[src/rtl/mem_reader_pkg.sv]
// Shared definitions for the state-memory fill/read engines: default geometry
// and the reader FSM state encoding.
package mem_reader_pkg;

    localparam int AW_DEF = 8;
    localparam int DW_DEF = 8;
    localparam logic [AW_DEF-1:0] LAST_ADDR = {AW_DEF{1'b1}};

    typedef enum logic [1:0] {
        ST_IDLE  = 2'd0,
        ST_READ  = 2'd1,
        ST_DRAIN = 2'd2
    } rd_state_e;

endpackage

[src/rtl/mem_reader_skid_fifo2.sv]
// Two-entry FIFO with occupancy count; the head entry is always a register,
// so consumers never see a combinational path from the write side.
module skid_fifo2 #(
    parameter int W = 16
) (
    input  logic         clk,
    input  logic         rst_n,
    input  logic         push,
    input  logic [W-1:0] push_data,
    input  logic         pop,
    output logic [W-1:0] head,
    output logic         empty,
    output logic [1:0]   count
);

    logic [W-1:0] mem_q [2];
    logic [W-1:0] mem_d [2];
    logic         wr_ptr_q, wr_ptr_d;
    logic         rd_ptr_q, rd_ptr_d;
    logic [1:0]   count_q, count_d;
    logic         do_pop;
    logic         full;

    assign empty  = (count_q == 2'd0);
    assign full   = (count_q == 2'd2);
    assign count  = count_q;
    assign head   = mem_q[rd_ptr_q];
    assign do_pop = pop && !empty;

    always_comb begin
        mem_d    = mem_q;
        wr_ptr_d = wr_ptr_q;
        rd_ptr_d = rd_ptr_q;
        if (push) begin
            mem_d[wr_ptr_q] = push_data;
            wr_ptr_d        = ~wr_ptr_q;
        end
        if (do_pop) begin
            rd_ptr_d = ~rd_ptr_q;
        end
        count_d = count_q + {1'b0, push} - {1'b0, do_pop};
    end

    always_ff @(posedge clk) begin
        if (!rst_n) begin
            mem_q[0] <= '0;
            mem_q[1] <= '0;
            wr_ptr_q <= 1'b0;
            rd_ptr_q <= 1'b0;
            count_q  <= 2'd0;
        end else begin
            mem_q    <= mem_d;
            wr_ptr_q <= wr_ptr_d;
            rd_ptr_q <= rd_ptr_d;
            count_q  <= count_d;
        end
    end

    // The upstream credit rule must never let a write land on a full buffer.
    a_no_push_when_full: assert property (@(posedge clk) disable iff (!rst_n) !(push && full));

endmodule

[src/rtl/mem_reader.sv]
// Sweeps the state memory from address 0 to LAST, streams each byte out over
// valid/ready and flags the first byte that differs from its own address.
module mem_reader
    import mem_reader_pkg::*;
#(
    parameter int AW     = AW_DEF,
    parameter int DW     = DW_DEF,
    parameter int RD_LAT = 1
) (
    input  logic          clk,
    input  logic          rst_n,
    input  logic          en,
    output logic          rdy,
    output logic          done,
    output logic [AW-1:0] addr,
    output logic          rden,
    input  logic [DW-1:0] rddata,
    output logic [DW-1:0] out_data,
    output logic          out_valid,
    input  logic          out_ready,
    output logic          mismatch,
    output logic [AW-1:0] bad_addr
);

    localparam logic [AW-1:0] LAST = {AW{1'b1}};

    rd_state_e     state_q, state_d;
    logic [AW-1:0] addr_q, addr_d;
    logic [AW-1:0] tag_q, tag_d;
    logic [AW-1:0] bad_addr_q, bad_addr_d;
    logic          rdy_q, rdy_d;
    logic          done_q, done_d;
    logic          mismatch_q, mismatch_d;
    logic          inflight_q, inflight_d;

    logic [1:0]       fifo_count;
    logic             fifo_empty;
    logic [AW+DW-1:0] fifo_head;
    logic             pop;
    logic             issue;
    logic [2:0]       occupancy;

    // Credit counts what the buffer will hold once this cycle's pop and the
    // in-flight capture settle, so a full-rate stream never overflows it.
    assign pop       = !fifo_empty && out_ready;
    assign occupancy = {1'b0, fifo_count} + {2'b00, inflight_q} - {2'b00, pop};
    assign issue     = (state_q == ST_READ) && (occupancy < 3'd2);

    skid_fifo2 #(
        .W (AW + DW)
    ) u_fifo (
        .clk       (clk),
        .rst_n     (rst_n),
        .push      (inflight_q),
        .push_data ({tag_q, rddata}),
        .pop       (pop),
        .head      (fifo_head),
        .empty     (fifo_empty),
        .count     (fifo_count)
    );

    assign rdy       = rdy_q;
    assign done      = done_q;
    assign addr      = addr_q;
    assign rden      = issue;
    assign out_valid = !fifo_empty;
    assign out_data  = fifo_head[DW-1:0];
    assign mismatch  = mismatch_q;
    assign bad_addr  = bad_addr_q;

    always_comb begin
        state_d    = state_q;
        addr_d     = addr_q;
        rdy_d      = rdy_q;
        done_d     = 1'b0;
        mismatch_d = mismatch_q;
        bad_addr_d = bad_addr_q;
        inflight_d = issue;
        tag_d      = issue ? addr_q : tag_q;

        unique case (state_q)
            ST_IDLE: begin
                if (en) begin
                    state_d    = ST_READ;
                    rdy_d      = 1'b0;
                    mismatch_d = 1'b0;
                    bad_addr_d = '0;
                    addr_d     = '0;
                end
            end
            ST_READ: begin
                if (issue) begin
                    if (addr_q == LAST) begin
                        state_d = ST_DRAIN;
                    end else begin
                        addr_d = addr_q + AW'(1);
                    end
                end
            end
            ST_DRAIN: begin
                if (fifo_empty && !inflight_q) begin
                    done_d  = 1'b1;
                    rdy_d   = 1'b1;
                    state_d = ST_IDLE;
                end
            end
            default: state_d = ST_IDLE;
        endcase

        // Only the first bad byte of a sweep is recorded.
        if (inflight_q && !mismatch_q && (rddata != DW'(tag_q))) begin
            mismatch_d = 1'b1;
            bad_addr_d = tag_q;
        end
    end

    always_ff @(posedge clk) begin
        if (!rst_n) begin
            state_q    <= ST_IDLE;
            addr_q     <= '0;
            tag_q      <= '0;
            bad_addr_q <= '0;
            rdy_q      <= 1'b1;
            done_q     <= 1'b0;
            mismatch_q <= 1'b0;
            inflight_q <= 1'b0;
        end else begin
            state_q    <= state_d;
            addr_q     <= addr_d;
            tag_q      <= tag_d;
            bad_addr_q <= bad_addr_d;
            rdy_q      <= rdy_d;
            done_q     <= done_d;
            mismatch_q <= mismatch_d;
            inflight_q <= inflight_d;
        end
    end

    a_rd_lat_supported: assert property (@(posedge clk) RD_LAT == 1);

    // While no mismatch has been seen, every buffered byte still equals its tag.
    a_head_matches_tag: assert property (@(posedge clk) disable iff (!rst_n)
        (out_valid && !mismatch_q) |-> (fifo_head[DW-1:0] == DW'(fifo_head[AW+DW-1:DW])));

endmodule

[config.mk]
export PLATFORM = sky130hd
export DESIGN_NAME = mem_reader
export DESIGN_NICKNAME = d
export VERILOG_FILES = /design/src/rtl/mem_reader_pkg.sv /design/src/rtl/mem_reader_skid_fifo2.sv /design/src/rtl/mem_reader.sv
export SDC_FILE = /design/constraint.sdc
export NUM_CORES = 1
export LEC_CHECK = 0
export ABC_AREA = 0
export BUFFER_PORTS_ARGS = -buffer_cell sky130_fd_sc_hd__buf_4
export CORE_MARGIN = 5
export CORE_UTILIZATION = 50
export DETAILED_ROUTE_END_ITERATION = 10
export PLACE_DENSITY = 0.7
export SETUP_SLACK_MARGIN = 0.5
export SLEW_MARGIN = 20
export SYNTH_ARGS = -nofsm -noshare
export SYNTH_HDL_FRONTEND = slang
export SYNTH_SLANG_ARGS = --single-unit
[constraint.sdc]
create_clock -name clk -period 7.16 [get_ports clk]
set_input_delay 1.432 -clock clk [delete_from_list [all_inputs] [get_ports clk]]
set_output_delay 1.432 -clock clk [all_outputs]
set_load 0.03 [all_outputs]
==> impl_metrics.tcl <==
set metrics [dict create \
    status "complete, no violations" \
    finalPower_uw 757.0 \
    busiest_layer "met2" \
    switching_share_pct 34.47 \
    maxSlewViolCount 0 \
    ioPinCount 41 \
    layout-drive-gt1-share_pct 19.54 \
    crit_buf_inv 4 \
    synth-xor-area-share_pct 3.913 \
    netlist_instances 269 \
    p_int_uw 496.1 \
    synthAdderAreaFrac_pct 2.571 \
    yosysSeqAreaShare_pct 44.72 \
    drt_iter0_drc 93 \
    row_count 24 \
    p_clk_share_pct 25.7 \
    area_delta_synth_final_pct 18.56 \
    cp_slowest_stage_delay_ps 490 \
    hold_class "flip-flop to flip-flop" \
    post-route-period-util_pct 72.75 \
    rsz0062_at_grt "false" \
    post_cts_buffers 0 \
    fmax_ghz 0.1920 \
    finalSetupTns_ps 0 \
    finalHoldViolations 0 \
    nets 317 \
    critPathKind "input port to output pin" \
    vias_per_cell 5.449 \
    dieHeight_um 76.91 \
    power_frac_seq_pct 43.8 \
    cts_num_sinks 50 \
    post-place-ws_ps 1953 \
    final_cells 354 \
    pwr-share-comb_pct 30.5 \
    tritoncts "done" \
    synth_simple_gate_area_share_pct 23.98 \
    ant_nets 0 \
    numPortBuffers 40 \
    drt-pass1-iter-count 6 \
    hpwl_mm 3.510 \
    antenna_found_initial 0 \
    wirelength_mm 4.961 \
    path_clk_slew_ps 90 \
    grt_first_pass_wirelength_mm 8.487 \
    p_leak_nw 1.046 \
    synth_area_leaders "dfxtp_1, nand2_1, a21oi_1, mux2i_1, mux2_2" \
    grtUsageMet3_pct 5.269 \
    synthMuxAreaShare_pct 8.496 \
    synthesis.yosys.warnings 0 \
    vias 1929 \
    clk-insertion-delay-late_ps 300 \
    period_minus_slack_ps 5209 \
    fillers 415 \
    fin_util_pct 60.95 \
    synth_cell_types 36 \
    fp.dieW_um 76.91 \
    grt_max_degree 37 \
    path_cells "buf_4, and2_1, ha_1, inv_1, ha_1, fa_1, or3_4, inv_1, buf_4" \
    met2_usage_pct 27.42 \
    max_cap_viol_count 0 \
    gr-total-overflow 0 \
    powerDensity_nw_per_um2 285.2 \
    route.detailed.drc 0 \
    ir_drop_mv 0.1956 \
    fp.coreArea_um2 4354 \
    yosys.area.top_type "dfxtp_1" \
    worst_ep_arrival_time_ps 3780 \
    initial_core_util_pct 51.41 \
    synth_seq_cells 50 \
    grt_usage_pct 17.45 \
    syn-num-nets 285 \
    max_slew_margin_pct 37.67 \
    critPathSlowestCell "fa_1" \
    multi_input_area_um2 1147 \
    grtUsageMet1_pct 23.16 \
    cp_max_fo 16 \
    fin_worst_skew_ps 3.186 \
    synth_compound_area_share_pct 12.30 \
    tightest_slew_ps 929.2 \
    grt_pass1_vias 1745 \
    synth_area_um2 2238 \
    synth_top_area_share_pct 44.72 \
    cts_resized 0 \
    p_sw_uw 260.9 \
    cts_buffers 5 \
    dpl.cell_count 346 \
    gp_congestion 0.7845 \
    cp-start-kind "input port" \
    setup_violations 0 \
    ctsHoldBuffers 0 \
    crit_path_end_kind "output pin" \
    root_buffer "clkbuf_8" \
    synth_top_family_by_area "simple AND/OR/NAND/NOR gates" \
    critPathTopFamily "adder cells" \
    cts_max_path_buffers 2 \
    seq_area_um2 1001 \
    cts_max_level 2 \
    post_drt_wl_per_cell_um 14.01 \
    critPathRequiredTime_ps 5730 \
    die_area_um2 5915 \
    postSynthAreaPerCell_um2 8.321 \
    insertedDiodeCount 0 \
    setup_ws_ps 1951 \
]
-- cell usage after synthesis --
library cell,count
o21ai_0,4
o32ai_1,1
nor3_1,5
or4_1,1
or3_4,1
and2_1,5
nand3_1,14
ha_1,3
and3b_1,1
o31ai_1,1
or3b_2,1
and4_1,2
clkbuf_1,13
a21oi_1,33
fa_1,1
buf_4,1
clkinv_1,1
nor2b_1,4
o21ai_2,1
mux2_2,8
or2_2,1
xnor2_1,10
a31oi_1,2
o211ai_1,2
dfxtp_1,50
nand4_1,4
and3_1,1
inv_1,6
or3_1,1
buf_1,2
o21a_1,1
nand2_1,66
a211oi_1,4
mux2i_1,10
nand2b_1,4
nor2_1,4
-- metrics by stage --
stage               hold WS (ps)  instance area [um2]
finish                     455.4                 2654
global route               477.5                 2654
CTS                        457.4                 2654
detailed placement         444.4                 2547
global placement           440.4                 2547
floorplan                  432.9                 2238
-- flip-flops by register name (all words and copies together), names as in the netlist, 2 cells and up --
name / cells
bad_addr: 8
u_fifo.mem_q: 16
addr: 8
u_fifo.count: 2
state_q: 2
tag_q: 8
-- worst reg2reg max path, delay by kind of cell (launching register included) --
| kind | cells | cell delay (ps) |
|---|---|---|
| simple gates | 3 | 1020 |
| fa+ha+maj | 3 | 940 |
| buf+inv | 2 | 420 |
| compound gates | 2 | 380 |
| flops | 1 | 340 |
-- worst paths after layout --
path | slack [ps] | cells after the start | startpoint | to
worst min-delay path | 460 | 2 | u_fifo.mem_q[17] | u_fifo.mem_q[17]
worst max-delay path | 1950 | 9 | out_ready | rden
worst max register to register | 3950 | 10 | u_fifo.count[1] | addr[5]
worst min register to register | 460 | 2 | u_fifo.mem_q[17] | u_fifo.mem_q[17]
-- cell type report --
type                    count  area share (%)
multi-input cells         196           43.23
flip-flops and latches     50           37.72
repair buffers             41           11.60
clock buffers               7           2.876
well taps                  52           2.452
clock inverters             1           1.132
inverters                   7          0.9901
-- kinds of logic (layout without fill, tap and decap cells) --
family                     count (synthesis)  after routing
AOI/OAI and AO/OA                         49             49
xor gates and xnor gates                  10             10
adders and majority gates                  4              4
buffers and inverters                     23             56
DFF                                       50             50
muxes                                     18             18
and+or+nand+nor                          115            115
-- power groups by stage --
stage               sequential (mW)  combinational (mW)  clock (mW)
CTS                           0.331               0.233       0.198
detailed placement            0.338               0.233           0
global route                  0.337               0.257       0.213
floorplan                     0.328               0.183           0
finish                        0.332               0.231       0.195
global placement              0.337               0.229           0
-- layer usage --
metal	wire [um]	share of wire, %
met1	2345	47
met2	2272	46
met3	277	5.6
met4	65	1.3
met5	0	0
-- layout by cell type, fill, tap and decap left out --
master / netlist / layout
a31oi_1: 2 / 2
nor3_1: 5 / 5
inv_1: 6 / 6
nand2_1: 66 / 66
o21ai_2: 1 / 1
ha_1: 3 / 3
clkinv_1: 1 / 1
or3_4: 1 / 1
a211oi_1: 4 / 4
buf_4: 1 / 41
bufinv_16: 0 / 1
dfxtp_1: 50 / 50
nor2b_1: 4 / 4
o21ai_0: 4 / 4
nor2_1: 4 / 4
or3b_2: 1 / 1
clkbuf_8: 0 / 5
and3b_1: 1 / 1
nand2b_1: 4 / 4
or2_2: 1 / 1
nand4_1: 4 / 4
a21oi_1: 33 / 33
and3_1: 1 / 1
clkbuf_1: 13 / 2
or4_1: 1 / 1
and4_1: 2 / 2
mux2_2: 8 / 8
o21a_1: 1 / 1
o32ai_1: 1 / 1
o31ai_1: 1 / 1
o211ai_1: 2 / 2
xnor2_1: 10 / 10
mux2i_1: 10 / 10
or3_1: 1 / 1
fa_1: 1 / 1
nand3_1: 14 / 14
and2_1: 5 / 5
No activity file was read; power rests on OpenSTA's default activity.
